`src/rtl/crc_append_mp.sv`:
```
// crc_append_mp: serial CRC5/CRC16 generator, appender and checker.
// The block sits on the bit-serial packet path. In append mode it passes the
// covered bits through and then emits the complemented CRC, MSB first. In check
// mode it compares the received residual and pulses crc_ok or crc_err.
module crc_append_mp #(
    parameter logic [4:0]  POLY5  = 5'h05,
    parameter logic [15:0] POLY16 = 16'h8005,
    parameter logic [4:0]  RES5   = 5'b01100,
    parameter logic [15:0] RES16  = 16'h800D
) (
    input  logic clk,
    input  logic rst_L,
    input  logic inb,
    input  logic recving,
    input  logic start,
    input  logic crc16_sel,
    input  logic chk_mode,
    input  logic pause_out,
    output logic pause_in,
    output logic outb,
    output logic sending,
    output logic crc_ok,
    output logic crc_err
);

    typedef enum logic [1:0] {
        IDLE = 2'd0,
        CALC = 2'd1,
        SEND = 2'd2
    } state_e;

    state_e      state_q, state_d;
    logic [15:0] crc_q, crc_d;
    logic [3:0]  cnt_q, cnt_d;
    logic        sel16_q, sel16_d;
    logic        chk_q, chk_d;

    logic        consume;
    logic        crcMsb;
    logic [3:0]  lastIdx;
    logic        residualOk;

    // One Galois LFSR step. In CRC5 mode only bits [4:0] take part; the
    // upper bits are carried along untouched and never observed.
    function automatic logic [15:0] lfsrStep(input logic [15:0] crc,
                                             input logic bitIn,
                                             input logic is16);
        logic [15:0] nxt;
        logic        fb;
        nxt = crc;
        if (is16) begin
            fb  = bitIn ^ crc[15];
            nxt = {crc[14:0], 1'b0} ^ (fb ? POLY16 : 16'h0000);
        end else begin
            fb       = bitIn ^ crc[4];
            nxt[4:0] = {crc[3:0], 1'b0} ^ (fb ? POLY5 : 5'h00);
        end
        return nxt;
    endfunction

    assign consume    = recving & ~pause_out;
    assign crcMsb     = sel16_q ? crc_q[15] : crc_q[4];
    assign lastIdx    = sel16_q ? 4'd15 : 4'd4;
    assign residualOk = sel16_q ? (crc_q == RES16) : (crc_q[4:0] == RES5);

    // State, CRC register, bit counter and the per-packet mode latches.
    always_ff @(posedge clk or negedge rst_L) begin
        if (!rst_L) begin
            state_q <= IDLE;
            crc_q   <= 16'hFFFF;
            cnt_q   <= 4'd0;
            sel16_q <= 1'b0;
            chk_q   <= 1'b0;
        end else begin
            state_q <= state_d;
            crc_q   <= crc_d;
            cnt_q   <= cnt_d;
            sel16_q <= sel16_d;
            chk_q   <= chk_d;
        end
    end

    // Next state plus datapath update; nothing advances while a bit is not consumed.
    always_comb begin
        state_d = state_q;
        crc_d   = crc_q;
        cnt_d   = cnt_q;
        sel16_d = sel16_q;
        chk_d   = chk_q;
        case (state_q)
            IDLE: begin
                crc_d = 16'hFFFF;
                if (consume && !start) begin
                    sel16_d = crc16_sel;
                    chk_d   = chk_mode;
                    crc_d   = lfsrStep(16'hFFFF, inb, crc16_sel);
                    state_d = CALC;
                end
            end
            CALC: begin
                if (recving) begin
                    if (!pause_out) begin
                        crc_d = lfsrStep(crc_q, inb, sel16_q);
                    end
                end else if (chk_q) begin
                    crc_d   = 16'hFFFF;
                    state_d = IDLE;
                end else begin
                    // The first CRC bit goes out in this same cycle, so a
                    // consumed bit here already counts as CRC bit 0.
                    state_d = SEND;
                    if (!pause_out) begin
                        crc_d = {crc_q[14:0], 1'b0};
                        cnt_d = 4'd1;
                    end else begin
                        cnt_d = 4'd0;
                    end
                end
            end
            SEND: begin
                if (!pause_out) begin
                    if (cnt_q == lastIdx) begin
                        crc_d   = 16'hFFFF;
                        cnt_d   = 4'd0;
                        state_d = IDLE;
                    end else begin
                        crc_d = {crc_q[14:0], 1'b0};
                        cnt_d = cnt_q + 4'd1;
                    end
                end
            end
            default: begin
                state_d = IDLE;
                crc_d   = 16'hFFFF;
                cnt_d   = 4'd0;
            end
        endcase
    end

    // Serial output, handshakes and check-mode result pulses.
    always_comb begin
        outb     = 1'b0;
        sending  = 1'b0;
        pause_in = 1'b0;
        crc_ok   = 1'b0;
        crc_err  = 1'b0;
        case (state_q)
            IDLE: begin
                outb    = inb;
                sending = recving;
            end
            CALC: begin
                if (recving) begin
                    outb    = inb;
                    sending = 1'b1;
                end else if (chk_q) begin
                    crc_ok  = residualOk;
                    crc_err = ~residualOk;
                end else begin
                    outb     = ~crcMsb;
                    sending  = 1'b1;
                    pause_in = 1'b1;
                end
            end
            SEND: begin
                outb     = ~crcMsb;
                sending  = 1'b1;
                pause_in = 1'b1;
            end
            default: begin
                outb = 1'b0;
            end
        endcase
    end

endmodule
```
`config.mk`:
```
export PLATFORM = sky130hd
export DESIGN_NAME = crc_append_mp
export DESIGN_NICKNAME = d
export VERILOG_FILES = /design/src/rtl/crc_append_mp.sv
export SDC_FILE = /design/constraint.sdc
export NUM_CORES = 1
export LEC_CHECK = 0
export ABC_CLOCK_PERIOD_IN_PS = 1900
export BUFFER_PORTS_ARGS = -buffer_cell sky130_fd_sc_hd__buf_2
export CAP_MARGIN = 20
export CELL_PAD_IN_SITES_DETAIL_PLACEMENT = 0
export CELL_PAD_IN_SITES_GLOBAL_PLACEMENT = 1
export CORE_MARGIN = 10
export CORE_UTILIZATION = 25
export CTS_CLUSTER_DIAMETER = 30
export CTS_CLUSTER_SIZE = 8
export DETAILED_ROUTE_END_ITERATION = 10
export GPL_ROUTABILITY_DRIVEN = 0
export HOLD_SLACK_MARGIN = 0.12
export PLACE_DENSITY = 0.49
export SYNTH_ARGS = -nofsm -noshare
export SYNTH_HDL_FRONTEND = slang
export SYNTH_SLANG_ARGS = --single-unit
```
`constraint.sdc`:
```
create_clock -name clk -period 1.9 [get_ports clk]
set_clock_uncertainty 0.1 [all_clocks]
set_input_delay 0.475 -clock clk [delete_from_list [all_inputs] [get_ports clk]]
set_output_delay 0.475 -clock clk [all_outputs]
set_load 0.02 [all_outputs]
```
Yosys cells after proc, flatten, opt, wreduce, memory -nomap -nowiden

Cells that the tools add are included.

Register bits after elaboration: 24
Bits of input ports: 8
Output and inout port bits: 5
Logic and storage cells: 84

Add/sub/neg operators: 1
Equal/unequal tests: 13
Multiplexer cells: 45
Bitwise gates (word level): 11
Reductions and logical operators: 8

Operators by type and width:

| kind                                                            | count |
|---|---|
| 16-bit two-way mux                                              | 9 |
| 16-bit one-hot mux with 3 select lines                          | 1 |
| 11-bit two-way mux                                              | 2 |
| 4-bit two-way mux                                               | 5 |
| 16-bit == test, second input constant                           | 1 |
| 16-bit XOR                                                      | 1 |
| 15-bit NOT                                                      | 1 |
| 1-bit two-way mux                                               | 14 |
| 4-bit one-hot mux with 3 select lines                           | 1 |
| 4-bit AND reduction                                             | 3 |
| 2-bit two-way mux                                               | 5 |
| 5-bit two-way mux                                               | 2 |
| 2-bit != test, second input constant                            | 5 |
| 3-bit != test, second input constant                            | 3 |
| 3-bit two-way mux                                               | 2 |
| 1-bit one-hot mux with 3 select lines                           | 2 |
| 2-bit one-hot mux with 3 select lines                           | 1 |
| 5-bit by 4-bit == test with 1-bit output, second input constant | 1 |
| 5-bit by 3-bit XOR with 5-bit output                            | 1 |
| 4-bit by 1-bit adder with 4-bit output, second input constant   | 1 |
| 4-bit == test                                                   | 1 |
| 1-bit NOT                                                       | 4 |
| 2-bit NOT with 4-bit output                                     | 1 |
| 3-bit AND reduction                                             | 1 |
| other kinds (9)                                                 | 10 |

Depth between registers and ports, before layout

Gate-level depths: netlist (run 1).

Depth after elaboration: 7
Gate-level depth with buffers: 9
Gate-level depth less buffers: 7

Worst setup path before layout (run 1)

Ideal clock, no wire load.

Kind: register to output
Start: reg state_q[1]
End: out outb
Arrival time: 1,454 ps
Data required time: 1,325 ps
Path slack: -129 ps
Stages on the path, launching flop included: 8
Path buffers: 1
Cells stage by stage: dfrtp_1 > inv_1 > ha_1 > clkbuf_2 > inv_1 > nor3_1 > o21ai_0 > a21oi_1

Longest elaborated chain between the ends: 2
Elaborated cells on any way between the ends: 4
Classes of those cells: eq/ne: 2; mux: 1; reduce/logical: 1

Ends and longest elaborated chain:

| item                                        | line | text |
|---|---|---|
| from (decl)                                 | 32   | `state_e state_q, state_d;` |
| from (signal assigned)                      | 75   | `state_q <= state_d;` |
| 2-bit == test, or another cell as far along | 147  | `case (state_q)` |
| 1-bit one-hot mux with 3 select lines (*)   | 147  |  |
| to (decl)                                   | 20   | `output logic outb,` |

Every way passes the cells marked *; elsewhere a longest branch is shown, timed or not.

Worst setup path after layout (run 1)

Start: reg crc_q[15]
End: out crc_ok

Longest elaborated chain between the ends: 5

Ends and longest elaborated chain:

| item                   | line | text |
|---|---|---|
| from (decl)            | 33   | `logic [15:0] crc_q, crc_d;` |
| from (signal assigned) | 76   | `crc_q <= crc_d;` |
| 16-bit == test         | 64   | `assign residualOk = sel16_q ? (crc_q == RES16) : (crc_q[4:0] == RES5);` |
| 1-bit two-way mux      | 64   |  |
| 1-bit two-way mux      | 156  | `end else if (chk_q) begin` |
| 1-bit two-way mux      | 153  | `if (recving) begin` |
| 1-bit two-way mux      | 147  |  |
| to (decl)              | 22   | `output logic crc_ok,` |

No other way between the ends.

==> results.yml, run 1 <==
outcome:
  status: "finished with violations"
  failed_checks: "setup timing"
clock_network:
  cts.sink_count: 24
  clockRootBuffer: "sky130_fd_sc_hd__clkbuf_8"
  max-clock-path-buffers: 2
  clock_h_tree_levels: 1
  clock_latency_ns: 0.27
  tritoncts_clock_tree: "built"
  numCtsBuffers: 3
  cts.reportedPaths.clkPinSlew_ns: 0.09
worst_setup_path:
  cp_data_required_time_ns: 1.32
  worst-r2r-setup-slack_ns: 0.05
  path_cells: "inv_2 > nor4_4 > a41oi_2 > nor2_2 > and2_4 > buf_6"
  rr_startpoint: "state_q[0]$_DFFE_PN0P_"
  maximum_fanout_encountered_on_the_critical_timing_path: 2
  reg2reg_to: "crc_q[2]$_DFFE_PN1P_"
  worst_path_slowest_cell: "sky130_fd_sc_hd__dfstp_2"
  crit_path_end_kind: "primary output"
  timing.critical_path.arrival_ns: 1.59
  start_kind: "register"
  timing.critical_path.slowest_cell_delay_ns: 0.55
  worstRegToRegCells: 7
  crit_type: "register to primary output"
sta:
  unrepaired_setup_endpoints_after_global_routing: "true"
  achievable_clock_frequency_mhz: 462
  tightest_slew_ns: 0.580
  postLayoutSetupSlackWorst_ns: -0.265
  tns_ns: -0.959
  report.final.slew_viol_count: 0
  worst_slew_margin_rel: 0.613
  setup_viol: 5
  timing.final.hold_violations: 0
  layout_worst_path_cycle_share: 1.14
  timing.final.crit_period_ns: 2.16
yosys:
  portion_of_netlist_area_occupied_by_mux_cells: 0.0296
  syn-instance-count: 170
  synth-seq-cells: 24
  synthSimpleGateAreaFrac: 0.233
  post_synth_xor_area_fraction: 0.0177
  synthesis.yosys.warnings: 0
  synth-edff-count: 0
  average_cell_area_after_synthesis_um2: 8.71
  yosys.area_share.adder: 0.0422
  synthesis.nets: 183
  synth.distinct_cells: 48
  synth-main-ff-cell: "sky130_fd_sc_hd__dfstp_2"
  asr_flop_ratio_synth: 1.00
  main_combinational_cell_family_by_area_after_synthesis: "simple AND/OR/NAND/NOR gates"
  synth_area_um2: 1480
  compound_gate_fraction_of_synth_area: 0.200
  yosysSeqAreaShare: 0.419
global_route:
  grt_start_max_net_pins: 25
  first_global_vias: 1496
  number_of_antenna_violations_at_the_first_check_in_global_routing: 0
  grt_util_all_layers: 0.0895
  grt-ovfl-total: 0
  wire_length_of_the_first_global_routing_pass_um: 7270
route:
  total_routed_length_um: 4480
  firstDrtPassIters: 4
  detailedRoute.firstIterationViolations: 65
  route.detailed.drc: 0
  detail_route.vias_per_cell: 4.76
  antenna_left: 0
  detailroute.via_count: 1405
  post_drt_wl_per_cell_um: 15.2
pwr:
  static-leakage-power_nw: 0.947
  total_power_mw: 3.19
  power-per-cell-area_nw_per_um2: 1410
  vdd_ir_drop_max_v: 0.000568
floorplanning:
  die_width_um: 97.0
  core-area_um2: 5640
  die_y_um: 97.0
  start_util: 0.263
  die_area_um2: 9410
  placementRows: 27
  num_io_pins: 13
finish:
  nFillCells: 551
  design_area_um2: 2270
  fin_nets: 237
  antenna_cells: 0
  layout_common_cells: "35 x sky130_fd_sc_hd__buf_4, 25 x sky130_fd_sc_hd__nand2_1, 16 x sky130_fd_sc_hd__nor2_1, 16 x sky130_fd_sc_hd__dfstp_2, 14 x sky130_fd_sc_hd__a21oi_1"
  area_growth_syn_to_layout_pct: 53.0
  layout_commonest_cell: "sky130_fd_sc_hd__buf_4"
  final_util: 0.402
  count_of_placed_standard_cells_in_the_final_layout_fillers_left_out: 295
  layout_cells_sized_above_1: 0.525
worst_hold_path:
  holdPathStages: 2
  hold-path-endpoint: "chk_q$_DFFE_PN0P_"
  hold_start: "chk_mode"
  hp-class: "input port to register"
place:
  io_buffer_count: 12
  post-place-cells: 283
  detailedPlacementHpwl_um: 3180
  placed_area_um2: 1890
job:
  cap_viol_max_count: 0
-- area by class of cell --
cell class                      count  area (um^2)  share of cell area
Multi-Input combinational cell    130          977               0.431
Sequential cell                    24          623               0.275
Timing Repair Buffer               57          477               0.210
Tap cell                           72         90.1              0.0398
Clock buffer                        4         66.3              0.0293
Inverter                            8         32.5              0.0144
-- sequential cells by signal, indices dropped and copies added, names as in the netlist --
signal   flops
state_q      2
cnt_q        4
crc_q       16
chk_q        1
sel16_q      1
-- stage by stage --
step                hold WS (ns)  setup WS (ns)
finish                     0.338         -0.265
global route               0.324         -0.334
CTS                        0.329         -0.323
detailed placement         0.373         -0.168
global placement           0.371         -0.124
floorplan                 0.0794        -0.0519
-- synthesized netlist by cell type, types with 2 or more instances --
cell / number / area, um^2
sky130_fd_sc_hd__a21oi_1: 17 / 85.1
sky130_fd_sc_hd__nand2_1: 27 / 101
sky130_fd_sc_hd__mux2_2: 3 / 33.8
sky130_fd_sc_hd__ha_1: 5 / 62.6
sky130_fd_sc_hd__dfrtp_1: 8 / 200
sky130_fd_sc_hd__dfstp_2: 16 / 420
sky130_fd_sc_hd__o22ai_1: 2 / 12.5
sky130_fd_sc_hd__o21ai_0: 11 / 55.1
sky130_fd_sc_hd__xnor2_1: 2 / 17.5
sky130_fd_sc_hd__nor4_1: 3 / 18.8
sky130_fd_sc_hd__a31oi_1: 4 / 25.0
sky130_fd_sc_hd__buf_6: 2 / 22.5
sky130_fd_sc_hd__nand3_1: 3 / 15.0
sky130_fd_sc_hd__nor3_1: 4 / 20.0
sky130_fd_sc_hd__nor2_1: 19 / 71.3
sky130_fd_sc_hd__clkbuf_1: 2 / 7.51
sky130_fd_sc_hd__nand2b_1: 2 / 12.5
sky130_fd_sc_hd__inv_1: 8 / 30.0
sky130_fd_sc_hd__nor2b_1: 2 / 12.5
sky130_fd_sc_hd__a22oi_1: 2 / 15.0
-- timing repair --
action / in CTS / in global routing
cloned: 0 / 1
hold buffers: 1 / 0
resized for setup: 48 / 18
pin swaps: 9 / 8
endpoints found under the hold margin: 8 / 0
setup endpoints to repair: 21 / 25
setup buffers: 4 / 2
-- how the worst max path moves through the flow --
| stage | from | depth (start not counted) | slack, ns | end |
|---|---|---|---|---|
| 2_1_floorplan | state_q[1]$_DFFE_PN0P_ | 7 | -0.05 | outb |
| 3_3_place_gp | crc_q[15]$_DFFE_PN1P_ | 6 | -0.12 | crc_ok |
| 3_5_place_dp | crc_q[15]$_DFFE_PN1P_ | 6 | -0.17 | crc_ok |
| 4_1_cts | crc_q[15]$_DFFE_PN1P_ | 6 | -0.32 | crc_ok |
| 5_1_grt | crc_q[15]$_DFFE_PN1P_ | 6 | -0.33 | crc_ok |
| 6_report | crc_q[15]$_DFFE_PN1P_ | 6 | -0.26 | crc_ok |
-- layer usage --
metal	up-vias	part of all wire	track usage
li1	708	-	-
met1	669	0.51	0.116
met2	24	0.46	0.145
met3	4	0.028	0.0177
met4	0	0.0085	0.0271
met5	-	0	0
-- worst max-delay path: cells and delay by family, from the launching register on --
kind / cells / cell delay (ns)
AO/OA/AOI/OAI: 1 / 0.17
buffers and inverters: 2 / 0.16
flip-flops: 1 / 0.55
AND/OR/NAND/NOR: 3 / 0.44
-- where the power goes --
part / leakage [nW] / switching (mW) / internal [mW] / total (mW)
registers: 0.273 / 0.211 / 0.786 / 0.997
clock network: 0.0339 / 0.180 / 0.229 / 0.409
logic: 0.640 / 0.853 / 0.931 / 1.78
total: 0.947 / 1.24 / 1.95 / 3.19
-- cells by family after synthesis --
| group | after synthesis |
|---|---|
| flip-flops | 24 |
| multiplexers | 4 |
| AND/OR/NAND/NOR | 70 |
| buffers and inverters | 16 |
| XOR/XNOR | 3 |
| adder cells (fa/ha/maj) | 5 |
| AO/OA/AOI/OAI | 48 |
(Power assumes the default switching activity.)
==> run 2: changes to the inputs <==
--- a/config.mk
+++ b/config.mk
@@ -23 +23,2 @@
 export SYNTH_SLANG_ARGS = --single-unit
+export TNS_END_PERCENT = 1
==> constraint.sdc (replaced) <==
create_clock -name clk -period 1.9 [get_ports clk]
set_clock_uncertainty 0.1 [all_clocks]
set_input_delay 0.285 -clock clk [delete_from_list [all_inputs] [get_ports clk]]
set_output_delay 0.285 -clock clk [all_outputs]
set_load 0.02 [all_outputs]
==> run 2 against run 1 <==
The run still ends with setup timing left. Final area decreased by 10%. Sequential cell count unchanged. Routed wire length down 5.4%.
==> results.yml, run 2 (same netlist as run 1, synthesis figures left out) <==
finish:
  antenna_cells: 0
  area_growth_syn_to_layout_pct: 37.6
  layout_commonest_cell: "sky130_fd_sc_hd__nand2_1"
  biggestRegsByFlops: "crc_q (16), cnt_q (4), state_q (2)"
  fin_nets: 218
  design_area_um2: 2040
  layout_cells_sized_above_1: 0.451
  largest-register: "crc_q"
  count_of_placed_standard_cells_in_the_final_layout_fillers_left_out: 276
  layout_common_cells: "25 x sky130_fd_sc_hd__nand2_1, 23 x sky130_fd_sc_hd__buf_4, 17 x sky130_fd_sc_hd__nor2_1"
  largest_register_ffs: 16
worst_hold_path:
  hold-path-endpoint: "chk_q$_DFFE_PN0P_"
  hp-class: "input port to register"
  holdPathStages: 2
  hold_start: "chk_mode"
floorplanning:
  num_io_pins: 13
  core-area_um2: 5640
  die_width_um: 97.0
  die_y_um: 97.0
  start_util: 0.263
  die_area_um2: 9410
  placementRows: 27
worst_setup_path:
  timing.critical_path.arrival_ns: 1.59
  rr_startpoint: "state_q[1]$_DFFE_PN0P_"
  start_kind: "register"
  worstRegToRegCells: 7
  cp_data_required_time_ns: 1.51
  maximum_fanout_encountered_on_the_critical_timing_path: 2
  worst-r2r-setup-slack_ns: 0.05
  crit_path_end_kind: "primary output"
  worst_setup_path_startpoint: "crc_q[0]$_DFFE_PN1P_"
  reg2reg_to: "crc_q[10]$_DFFE_PN1P_"
  crit_type: "register to primary output"
route:
  total_routed_length_um: 4240
  firstDrtPassIters: 4
  detail_route.vias_per_cell: 4.91
  detailroute.via_count: 1354
  route.detailed.drc: 0
  antenna_left: 0
  post_drt_wl_per_cell_um: 15.4
  detailedRoute.firstIterationViolations: 74
place:
  io_buffer_count: 12
  post-place-cells: 268
  detailedPlacementHpwl_um: 3060
  placed_area_um2: 1770
sta:
  timing.final.hold_violations: 0
  worst_slew_margin_rel: 0.640
  unrepaired_setup_endpoints_after_global_routing: "true"
  tightest_slew_ns: 0.540
  report.final.slew_viol_count: 0
  timing.final.crit_period_ns: 1.97
  setup_viol: 3
  postLayoutSetupSlackWorst_ns: -0.0714
  achievable_clock_frequency_mhz: 507
  layout_worst_path_cycle_share: 1.04
outcome:
  status: "finished with violations"
  failed_checks: "setup timing"
clock_network:
  clock_h_tree_levels: 1
  numCtsBuffers: 3
  tritoncts_clock_tree: "built"
  clock_latency_ns: 0.27
  clockRootBuffer: "sky130_fd_sc_hd__clkbuf_8"
  cts.sink_count: 24
  max-clock-path-buffers: 2
  cts.reportedPaths.clkPinSlew_ns: 0.09
global_route:
  first_global_vias: 1376
  grt_util_all_layers: 0.0878
  grt_start_max_net_pins: 25
  number_of_antenna_violations_at_the_first_check_in_global_routing: 0
  wire_length_of_the_first_global_routing_pass_um: 7020
  grt-ovfl-total: 0
pwr:
  static-leakage-power_nw: 0.829
  power-per-cell-area_nw_per_um2: 1410
  vdd_ir_drop_max_v: 0.000592
job:
  cap_viol_max_count: 0
-- run 2: cell types whose count changed in the layout (fill, tap and decap cells not counted), sizes merged --
cell,delta
buf,-19
-- run 2: worst max path at each step --
stage                                 to  slack, ns  cells past startpoint
floorplan           crc_q[8]$_DFFE_PN1P_       0.04                      9
global placement    crc_q[0]$_DFFE_PN1P_      -0.04                      8
detailed placement  crc_q[0]$_DFFE_PN1P_      -0.03                      8
CTS                               crc_ok      -0.07                      5
global route                      crc_ok      -0.14                      5
finish                            crc_ok      -0.07                      5
-- run 2: layout make-up --
cell class                      instances  area [um^2]
Clock buffer                            4         66.3
Timing Repair Buffer                   38          314
Sequential cell                        24          624
Fill cell                             571         3600
Multi-Input combinational cell        130          911
Tap cell                               72         90.1
Inverter                                8         32.5
-- run 2: power by group --
part | switching, mW | leakage (nW) | internal, mW | total, mW
Sequential | 0.219 | 0.271 | 0.788 | 1.01
Combinational | 0.749 | 0.524 | 0.710 | 1.46
Clock | 0.180 | 0.0339 | 0.229 | 0.409
-- run 2: worst max-delay path, stage by stage, from the launching register on --
cell and delay, ns:
sky130_fd_sc_hd__dfstp_2 0.56, sky130_fd_sc_hd__nor4b_4 0.21, sky130_fd_sc_hd__a41oi_2 0.14, sky130_fd_sc_hd__nor2_1 0.13, sky130_fd_sc_hd__and2_1 0.15, sky130_fd_sc_hd__buf_6 0.12
-- run 2: per-stage QoR --
stage | hold WS [ns] | power, mW | setup TNS (ns) | setup WS (ns) | utilization
2_1_floorplan | -0.111 | 1.72 | 0 | 0.0378 | -
3_3_place_gp | 0.216 | 2.19 | -0.0356 | -0.0356 | 0.313
3_5_place_dp | 0.221 | 2.20 | -0.0282 | -0.0282 | 0.313
4_1_cts | 0.139 | 2.80 | -0.179 | -0.0714 | 0.351
5_1_grt | 0.141 | 3.09 | -0.578 | -0.145 | 0.361
6_report | 0.146 | 2.87 | -0.120 | -0.0714 | 0.361
-- run 2: repair_timing --
action / CTS / global route
endpoints found under the hold margin: 8 / 0
buffers inserted: 3 / 0
pin swaps: 6 / 5
resized for setup: 30 / 19
endpoints found under the setup margin: 9 / 24
hold buffers: 1 / 0
-- run 2: routing by layer --
layer  share of wire  track usage
met1            0.49        0.116
met2            0.48        0.139
met3           0.029       0.0156
met4          0.0078       0.0316
met5               0            0
